File: config.mk
export PLATFORM = sky130hd
export DESIGN_NAME = chunked_add_sequencer
export DESIGN_NICKNAME = d
export VERILOG_FILES = /design/src/rtl/chunked_add_sequencer.sv
export SDC_FILE = /design/constraint.sdc
export NUM_CORES = 1
export LEC_CHECK = 0
export ABC_AREA = 1
export CORE_MARGIN = 5
export CORE_UTILIZATION = 51
export DETAILED_ROUTE_END_ITERATION = 16
export PLACE_DENSITY = 0.81
export RECOVER_POWER = 25
export SYNTH_ARGS = -nofsm -noshare
export SYNTH_HDL_FRONTEND = slang
export SYNTH_SLANG_ARGS = --single-unit
export TNS_END_PERCENT = 30
File: constraint.sdc
create_clock -name clk -period 2.8 [get_ports clk]
set_input_delay 0.42 -clock clk [delete_from_list [all_inputs] [get_ports clk]]
set_output_delay 0.42 -clock clk [all_outputs]
set_load 0.02 [all_outputs]
File: src/rtl/chunked_add_sequencer.sv
// chunked_add_sequencer: W = 3*N_CHUNKS bit adder, one 3-bit chunk per clock.
// Ports: clk, rst_n, start/a/b/cin in; busy, done, sum, cout out.

// three_bit_adder: 3-bit ripple slice.
// Ports: x, y, cin in; s, cout out.
module three_bit_adder (
    input  logic [2:0] x,
    input  logic [2:0] y,
    input  logic       cin,
    output logic [2:0] s,
    output logic       cout
);
    logic [3:0] c;

    always_comb begin
        c[0] = cin;
        for (int i = 0; i < 3; i++) begin
            s[i]   = x[i] ^ y[i] ^ c[i];
            c[i+1] = (x[i] & y[i]) | (c[i] & (x[i] ^ y[i]));
        end
        cout = c[3];
    end
endmodule

module chunked_add_sequencer #(
    parameter int N_CHUNKS = 4,
    parameter int W        = 3 * N_CHUNKS
) (
    input  logic         clk,
    input  logic         rst_n,
    input  logic         start,
    input  logic [W-1:0] a,
    input  logic [W-1:0] b,
    input  logic         cin,
    output logic         busy,
    output logic         done,
    output logic [W-1:0] sum,
    output logic         cout
);
    localparam int IW = (N_CHUNKS > 1) ? $clog2(N_CHUNKS) : 1;
    localparam logic [IW-1:0] LAST = IW'(N_CHUNKS - 1);

    typedef enum logic [1:0] {
        IDLE = 2'd0,
        RUN  = 2'd1,
        DONE = 2'd2
    } state_t;

    state_t        state;
    state_t        state_next;
    logic [W-1:0]  a_r;
    logic [W-1:0]  b_r;
    logic          carry_r;
    logic [IW-1:0] idx;
    logic [2:0]    x_chunk;
    logic [2:0]    y_chunk;
    logic [2:0]    s3;
    logic          c3;

    assign x_chunk = a_r[3*idx +: 3];
    assign y_chunk = b_r[3*idx +: 3];

    three_bit_adder u_add (
        .x    (x_chunk),
        .y    (y_chunk),
        .cin  (carry_r),
        .s    (s3),
        .cout (c3)
    );

    always_ff @(posedge clk or negedge rst_n) begin
        if (!rst_n) begin
            state <= IDLE;
        end else begin
            state <= state_next;
        end
    end

    always_comb begin
        state_next = state;
        case (state)
            IDLE:    if (start) state_next = RUN;
            RUN:     if (idx == LAST) state_next = DONE;
            DONE:    state_next = IDLE;
            default: state_next = IDLE;
        endcase
    end

    // Outputs decode the state flop only; start never reaches them directly.
    assign busy = (state != IDLE);
    assign done = (state == DONE);

    always_ff @(posedge clk or negedge rst_n) begin
        if (!rst_n) begin
            a_r     <= '0;
            b_r     <= '0;
            carry_r <= 1'b0;
            idx     <= '0;
            sum     <= '0;
            cout    <= 1'b0;
        end else begin
            case (state)
                IDLE: begin
                    if (start) begin
                        a_r     <= a;
                        b_r     <= b;
                        carry_r <= cin;
                        idx     <= '0;
                        sum     <= '0;
                        cout    <= 1'b0;
                    end
                end
                RUN: begin
                    sum[3*idx +: 3] <= s3;
                    carry_r         <= c3;
                    if (idx == LAST) begin
                        cout <= c3;
                    end else begin
                        idx <= idx + 1'b1;
                    end
                end
                default: ;
            endcase
        end
    end
endmodule

==> impl_metrics.tcl, run 1 <==
set metrics [dict create \
    status "finished, violations left" \
    violations "capacitance limit, slew limit" \
    root_buffer "clkbuf_8" \
    yosysTopAreaCellShare 0.494 \
    io_pins 43 \
    power_density_mw_per_mm2 1160 \
    clock_skew_ns 0.00517 \
    dp.cells 350 \
    finalInstanceArea_sq_mm 0.00264 \
    drcViolationCount 0 \
    setup_tns_ns 0 \
    dpl_cell_area_sq_mm 0.00256 \
    syn_avg_cell_area_sq_um 7.94 \
    rows 23 \
    synth_cell_types 20 \
    cp.depth 13 \
    io_buffer_count 42 \
    htreeDepth 2 \
    worstHoldPathCells 2 \
    cp_max_fo 12 \
    fmax_mhz 395 \
    setup_viol 0 \
    drive_gt1_frac 0.0619 \
    crit_type "reg2reg" \
    end_kind "register" \
    cts_sinks 42 \
    r2r_cells 13 \
    synth_edf_count 0 \
    vias 1826 \
    arrival_ns 2.77 \
    cts_setup_buffers 0 \
    ant_nets 0 \
    async_reset_ff_frac 1.00 \
    cp_num_buf_inv 3 \
    drt_iter0_markers 117 \
    cts_buffer_depth 2 \
    die_w_um 74.6 \
    ys_ff_latch 42 \
    yosysWarnings 0 \
    n_antenna_cell 0 \
    postCtsResizedCells 0 \
    max-slew-margin-rel -0.478 \
    synth_largest_area_cell "dfrtp_1" \
    postSynthCellCount 268 \
    rsz0062_at_grt "false" \
    grt_max_degree 43 \
    finalCritPeriodShare 0.905 \
    fp.dieH_um 74.6 \
    core_sq_mm 0.00403 \
    cts.clk_slew.worst_paths_ns 0.08 \
    grt_pass1_vias 1788 \
    dp_hpwl_um 3350 \
    tightestPinTransition_ns 2.22 \
    gr-total-overflow 0 \
    syn_to_final_growth_pct 23.9 \
    fin_crit_ns 2.53 \
    slowest_delay_ns 0.49 \
    crit_path_start_kind "register" \
    antenna_found_initial 0 \
    grt_use_total 0.186 \
    peakVddDrop_uv 464 \
    critPathTopFamily "adder cells" \
    seq_area_frac_synth 0.494 \
    cpMaxStageDelayCell "fa_1" \
    start_util 0.528 \
    yosysMostFrequentCell "nand2_1" \
    drt-total-wl_um 4540 \
    synth_ff_type "dfrtp_1" \
    cts_hold_buf 0 \
    place_congestion 0.896 \
    cts_tree "yes" \
    hold_path.class "reg2reg" \
    hold_viol 0 \
    crit_chain "inv_1, nor2_1, o21ai_0, nand2_1, fa_1, inv_1, fa_1, inv_1, fa_1, nand2_1, nor2_1, nand2_1, nand2_1" \
    ys_top_cells_by_area "dfrtp_1 49%, nand2_1 18%, nand3_1 11%" \
    grt_pass1_wl_um 7940 \
    cp.required_ns 3.03 \
    synth_common_cells "101 x nand2_1, 46 x nand3_1, 42 x dfrtp_1, 21 x nor2_1, 15 x inv_1" \
    wl_per_cell_um 12.7 \
    viasPerCell 5.11 \
    fin_nets 342 \
    cts_buffers 5 \
    insertion_delay_ns 0.29 \
    cp_common_cell "nand2_1" \
    slew_violations 43 \
    dieArea_sq_mm 0.00557 \
    syn_nets 303 \
    syn_area_sq_mm 0.00213 \
    hold_ws_ns 0.474 \
    p_leak_nw 1.36 \
    nFillCells 366 \
    drv_cap 1 \
    final_cells 357 \
    total_power_mw 3.06 \
    dr.pass1.iters 4 \
]
-- logic make-up after synthesis --
| logic type | share of synthesized area |
|---|---|
| adder cells (fa/ha/maj) | 0.0517 |
| buffers and inverters | 0.0664 |
| AO/OA/AOI/OAI | 0.0259 |
| flip-flops | 0.494 |
| AND/OR/NAND/NOR | 0.362 |
-- routing by layer --
layer	track usage	part of all wire	vias up
li1	-	-	927
met1	0.240	0.45	839
met2	0.299	0.47	49
met3	0.0527	0.064	11
met4	0.0692	0.021	0
met5	0	0	-
-- through the flow --
stage	setup WS (ns)	util
floorplan	0.357	-
global placement	0.353	0.636
detailed placement	0.264	0.636
CTS	0.251	0.655
global route	0.0165	0.655
finish	0.265	0.655
-- cell usage in the layout, fill, tap and decap left out, drive strengths merged --
cell,count
clkdlybuf4s50,41
buf,4
dfrtp,42
nand3,49
nor3,1
inv,18
clkbuf,8
ha,4
o21ai,5
nor2,23
fa,3
nand4,3
o211ai,4
nand2,102
-- power breakdown --
| part | switching, mW | leakage, nW | internal, mW | total (mW) |
|---|---|---|---|---|
| combinational | 0.989 | 0.787 | 0.637 | 1.63 |
| clock | 0.194 | 0.0383 | 0.172 | 0.365 |
| sequential | 0.201 | 0.539 | 0.872 | 1.07 |
| total | 1.38 | 1.36 | 1.68 | 3.06 |
-- state kept, by name, summed over array words and instances, names as in the netlist --
name	count
idx	2
sum	12
carry_r	1
state	2
b_r	12
a_r	12
cout	1
-- final timing paths --
check                                       to  slack (ns)               start
max                        sum[11]$_DFFE_PN0P_        0.27  idx[1]$_DFFE_PN0P_
max reg2reg                sum[11]$_DFFE_PN0P_        0.27  idx[1]$_DFFE_PN0P_
max in group asynchronous   a_r[2]$_DFFE_PN0P_        0.76               rst_n
min                         b_r[9]$_DFFE_PN0P_        0.47  b_r[9]$_DFFE_PN0P_
min in group asynchronous   sum[1]$_DFFE_PN0P_        0.78               rst_n
min reg2reg                 b_r[9]$_DFFE_PN0P_        0.47  b_r[9]$_DFFE_PN0P_
-- tightest hold or removal path, cell delays in order, from the launching register on --
cell and delay (ns):
dfrtp_1 0.34, nand2_1 0.06, nand2_1 0.05
-- cell type report --
type,count,area [sq um],area share
clock buffer,7,76.3,0.0289
inverter,18,67.6,0.0256
multi-input combinational,194,936,0.355
sequential,42,1050,0.398
tap,50,62.6,0.0237
timing repair buffer,46,444,0.168
No activity file was read; power rests on OpenSTA's default activity.
==> run 2: changes to the inputs <==
--- a/config.mk
+++ b/config.mk
@@ -7,11 +7,10 @@
 export LEC_CHECK = 0
 export ABC_AREA = 1
 export CORE_MARGIN = 5
-export CORE_UTILIZATION = 51
+export CORE_UTILIZATION = 41
 export DETAILED_ROUTE_END_ITERATION = 16
-export PLACE_DENSITY = 0.81
+export PLACE_DENSITY = 0.68
 export RECOVER_POWER = 25
 export SYNTH_ARGS = -nofsm -noshare
 export SYNTH_HDL_FRONTEND = slang
 export SYNTH_SLANG_ARGS = --single-unit
-export TNS_END_PERCENT = 30
==> run 2 against run 1 <==
  * Clock-buffer cell count is 2 lower
  * Register-to-register slack about the same
  * Critical path type unchanged
  * Combinational power is 2% higher
  * Global-route usage down 2.3 points
  * Clock skew rose by 0.0011 ns
  * The run still ends with capacitance limit, slew limit left
  * First-iteration DRC count decreased by 43%
  * Critical endpoint is now sum[5]$_DFFE_PN0P_
  * Sequential cell count stayed put
==> impl_metrics.tcl, run 2 (synthesized netlist as in run 1, its figures left out) <==
set metrics [dict create \
    grt_pass1_wl_um 8380 \
    start_util 0.419 \
    htreeDepth 2 \
    setup_tns_ns 0 \
    n_antenna_cell 0 \
    slew_violations 43 \
    die_w_um 82.1 \
    crit_chain "clkinvlp_4, o211ai_1, nand2_1, fa_1, inv_1, fa_1, inv_1, fa_1, nand2_1, nor2_1, nand2_1, nand2_1" \
    crit_path_start_kind "register" \
    grt_use_total 0.162 \
    max-slew-margin-rel -0.445 \
    syn_to_final_growth_pct 26.8 \
    cts_buffers 5 \
    viasPerCell 4.73 \
    power_density_mw_per_mm2 1160 \
    core_sq_mm 0.00507 \
    layout_common_cells "101 x nand2_1, 46 x nand3_1, 42 x dfrtp_1" \
    largestRegisters "a_r x12, b_r x12, sum x12" \
    fp.dieH_um 82.1 \
    total_power_mw 3.12 \
    cp_max_fo 11 \
    peakVddDrop_uv 482 \
    rows 26 \
    tightestPinTransition_ns 2.17 \
    finalCritPeriodShare 0.906 \
    p_leak_nw 1.38 \
    cts_tree "yes" \
    crit_type "reg2reg" \
    io_pins 43 \
    slowest_delay_ns 0.50 \
    insertion_delay_ns 0.29 \
    hold_path.class "reg2reg" \
    drv_cap 1 \
    wl_per_cell_um 12.6 \
    cts_buffer_depth 2 \
    fin_nets 346 \
    vias 1804 \
    fin_crit_ns 2.54 \
    root_buffer "clkbuf_8" \
    cp_common_cell "nand2_1" \
    setup_viol 0 \
    drt_iter0_markers 67 \
    dieArea_sq_mm 0.00673 \
    antenna_found_initial 0 \
    arrival_ns 2.77 \
    grt_pass1_vias 1786 \
    cpMaxStageDelayCell "fa_1" \
    end_kind "register" \
    violations "capacitance limit, slew limit" \
    gr-total-overflow 0 \
    drt-total-wl_um 4790 \
    fmax_mhz 394 \
    rsz0062_at_grt "false" \
    place_congestion 0.859 \
    cp.required_ns 3.03 \
    grt_max_degree 43 \
    cts.clk_slew.worst_paths_ns 0.07 \
    cts_sinks 42 \
    drive_gt1_frac 0.0836 \
    io_buffer_count 42 \
    final_common_cell "nand2_1" \
    clock_skew_ns 0.00625 \
    dr.pass1.iters 4 \
    dp_hpwl_um 3460 \
    status "finished, violations left" \
    drcViolationCount 0 \
    fin_util 0.532 \
    ant_nets 0 \
    cts_hold_buf 0 \
    hold_viol 0 \
]
[run 2: worst max-delay path, delay by kind of cell (launching register included)]
family	cells	cell delay [ns]
adders and majority gates	3	1.04
DFF	1	0.49
and+or+nand+nor	5	0.41
buffers and inverters	3	0.37
AOI/OAI and AO/OA	1	0.15
[run 2: layout make-up]
cell class | count | area [sq um]
Multi-Input combinational cell | 194 | 936
Inverter | 18 | 71.3
Tap cell | 70 | 87.6
Sequential cell | 42 | 1050
Clock buffer | 5 | 68.8
Clock inverter | 2 | 10.0
Fill cell | 495 | 2380
Timing Repair Buffer | 50 | 474
[run 2: metal layers]
| layer | GRT usage | routed length [um] | up-vias |
|---|---|---|---|
| met2 | 0.259 | 2170 | 44 |
| met1 | 0.215 | 2280 | 813 |
| met3 | 0.0406 | 258 | 10 |
| met4 | 0.0548 | 81 | 0 |
| li1 | - | - | 937 |
| met5 | 0 | 0 | - |
[run 2: repair_timing]
item / in CTS / in global routing
setup buffers: 0 / 4
setup endpoints to repair: 0 / 2
gates resized for setup: 0 / 1
[run 2: per-stage QoR]
step	instances	hold slack [ns]	setup slack [ns]	area, sq um
after floorplan	268	0.124	0.357	2130
after global placement	370	0.460	0.334	2590
after detailed placement	370	0.465	0.262	2590
after CTS	377	0.292	0.244	2670
after global routing	381	0.504	0.00497	2700
final	381	0.481	0.264	2700
[run 2: worst paths after layout]
kind / startpoint / endpoint / slack, ns / cells after the start
max in group asynchronous: rst_n / idx[0]$_DFFE_PN0P_ / 0.81 / 1
min in group asynchronous: rst_n / sum[5]$_DFFE_PN0P_ / 0.76 / 1
hold / removal: a_r[7]$_DFFE_PN0P_ / a_r[7]$_DFFE_PN0P_ / 0.48 / 2
setup / recovery: idx[1]$_DFFE_PN0P_ / sum[5]$_DFFE_PN0P_ / 0.26 / 12
setup reg to reg: idx[1]$_DFFE_PN0P_ / sum[5]$_DFFE_PN0P_ / 0.26 / 12
hold reg to reg: a_r[7]$_DFFE_PN0P_ / a_r[7]$_DFFE_PN0P_ / 0.48 / 2
[run 2: report_power, final]
part	switching (mW)	internal, mW	total [mW]
Clock	0.199	0.167	0.366
Sequential	0.213	0.872	1.08
Combinational	1.00	0.672	1.67
==> run 3: changes to the inputs <==
--- a/config.mk
+++ b/config.mk
@@ -6,11 +6,12 @@
 export NUM_CORES = 1
 export LEC_CHECK = 0
 export ABC_AREA = 1
-export CORE_MARGIN = 5
+export CORE_MARGIN = 2
 export CORE_UTILIZATION = 41
 export DETAILED_ROUTE_END_ITERATION = 16
 export PLACE_DENSITY = 0.68
 export RECOVER_POWER = 25
+export REMOVE_ABC_BUFFERS = 1
 export SYNTH_ARGS = -nofsm -noshare
 export SYNTH_HDL_FRONTEND = slang
 export SYNTH_SLANG_ARGS = --single-unit
==> run 3 against run 2 <==
  * Critical path type unchanged
  * The flow still finishes with violations (capacitance limit, slew limit)
  * Power down 1.6%
  * Non-clock buffer count shrank 3
  * Core utilization rose by 0.070 points
  * Final area fell by 0.51%
==> impl_metrics.tcl, run 3 (synthesized netlist as in run 1, its figures left out) <==
set metrics [dict create \
    status "finished, violations left" \
    violations "capacitance limit, slew limit" \
    crit_chain "inv_2, nand2_1, o211ai_1, nand2_1, fa_1, inv_1, fa_1, inv_1, fa_1, nand2_1, nor2_1, nand2_1, nand2_1" \
    final_cells 379 \
    layout_setup_ws_ns 0.381 \
    final_common_cell "nand2_1" \
    cp.required_ns 3.03 \
    tightestPinTransition_ns 2.17 \
    place_congestion 0.775 \
    total_power_mw 3.07 \
    htreeDepth 2 \
    start_util 0.422 \
    rsz0062_at_grt "false" \
    setup_tns_ns 0 \
    viasPerCell 4.72 \
    place_ws_ns 0.382 \
    fin_nets 343 \
    dieArea_sq_mm 0.00578 \
    core_sq_mm 0.00504 \
    arrival_ns 2.65 \
    end_kind "register" \
    crit_type "reg2reg" \
    p_leak_nw 1.38 \
    slew_violations 43 \
    fin_crit_ns 2.42 \
    ant_nets 0 \
    drive_gt1_frac 0.0712 \
    syn_to_final_growth_pct 26.2 \
    rows 26 \
    cp_common_cell "nand2_1" \
    cts_hold_buf 0 \
    setup_viol 0 \
    cts.clk_slew.worst_paths_ns 0.08 \
    dp.cells 371 \
    drt_iter0_markers 108 \
    grt_max_degree 43 \
    p_int_mw 1.72 \
    hold_ws_ns 0.475 \
    gr-total-overflow 0 \
    grt_pass1_wl_um 7530 \
    dr.pass1.iters 4 \
    grt_pass1_vias 1673 \
    fp.dieH_um 76.1 \
    cp_max_fo 10 \
    cts_tree "yes" \
    slowest_delay_ns 0.49 \
    io_pins 43 \
    postCtsResizedCells 0 \
    cts_buffer_depth 2 \
    cts_sinks 42 \
    antenna_found_initial 0 \
    die_w_um 76.1 \
    drv_cap 1 \
    cts_buffers 5 \
    io_buffer_count 42 \
    hold_viol 0 \
    hold_path.class "reg2reg" \
    grt_use_total 0.161 \
    vias 1788 \
    drcViolationCount 0 \
    crit_path_start_kind "register" \
    peakVddDrop_uv 541 \
    cts_setup_buffers 0 \
    clkPwrFrac 0.129 \
    dp_hpwl_um 3070 \
    p_comb_frac 0.525 \
    power_density_mw_per_mm2 1150 \
    p_sw_frac 0.442 \
    clock_skew_ns 0.00966 \
    cpMaxStageDelayCell "fa_1" \
    critPathTopFamily "adder cells" \
    wl_per_cell_um 11.1 \
    seq_power_share 0.346 \
    insertion_delay_ns 0.29 \
    p_switching_mw 1.36 \
    max-slew-margin-rel -0.448 \
    root_buffer "clkbuf_8" \
    drt-total-wl_um 4220 \
    finalCritPeriodShare 0.864 \
    n_antenna_cell 0 \
    fmax_mhz 413 \
    layout_common_cells "101 x nand2_1, 46 x nand3_1, 42 x dfrtp_1" \
    cp_num_buf_inv 3 \
    largestRegisters "a_r x12, b_r x12, sum x12" \
]
run 3: changes by cell type in the layout (fill, tap and decap cells not counted):
| cell | previous run | this run |
|---|---|---|
| buf_4 | 8 | 5 |
| clkbuf_1 | 1 | 2 |
| clkbuf_8 | 5 | 6 |
| clkinv_2 | 2 | 1 |
| clkinvlp_4 | 1 | 0 |
| inv_1 | 14 | 15 |
run 3: layout make-up:
type | count | area [sq um]
fill | 506 | 2360
clock buffer | 7 | 86.3
timing repair buffer | 47 | 452
clock inverter | 1 | 5.00
tap | 70 | 87.6
multi-input combinational | 194 | 936
inverter | 18 | 67.6
sequential | 42 | 1050
run 3: per-stage QoR:
step           utilization  instance area [sq um]
3_5_place_dp         0.515                   2590
3_3_place_gp         0.515                   2590
2_1_floorplan            -                   2050
5_1_grt              0.533                   2690
4_1_cts              0.533                   2690
6_report             0.533                   2690
run 3: tightest hold or removal path: stages, from the launching register on:
cell	delay (ns)
dfrtp_1	0.35
nand2_1	0.05
nand2_1	0.04
run 3: metal layers:
layer,track usage,wire length [um]
met1,0.219,2090
met2,0.247,1870
met3,0.0415,187
met4,0.0636,74
met5,0,0
run 3: path summary, 6_finish.rpt:
kind | startpoint | endpoint | slack (ns) | depth (start not counted)
worst max-delay path | idx[0]$_DFFE_PN0P_ | sum[5]$_DFFE_PN0P_ | 0.38 | 13
worst min-delay path | b_r[11]$_DFFE_PN0P_ | b_r[11]$_DFFE_PN0P_ | 0.48 | 2
worst max register to register | idx[0]$_DFFE_PN0P_ | sum[5]$_DFFE_PN0P_ | 0.38 | 13
worst min register to register | b_r[11]$_DFFE_PN0P_ | b_r[11]$_DFFE_PN0P_ | 0.48 | 2
max in group asynchronous | rst_n | a_r[5]$_DFFE_PN0P_ | 0.80 | 1
min in group asynchronous | rst_n | a_r[7]$_DFFE_PN0P_ | 0.75 | 1
run 3: power groups by stage:
stage	Sequential (mW)	Combinational (mW)	Clock, mW
finish	1.06	1.61	0.396
global route	1.10	1.87	0.432
CTS	1.07	1.64	0.408
detailed placement	1.08	1.63	0
global placement	1.07	1.61	0
floorplan	1.13	1.03	0
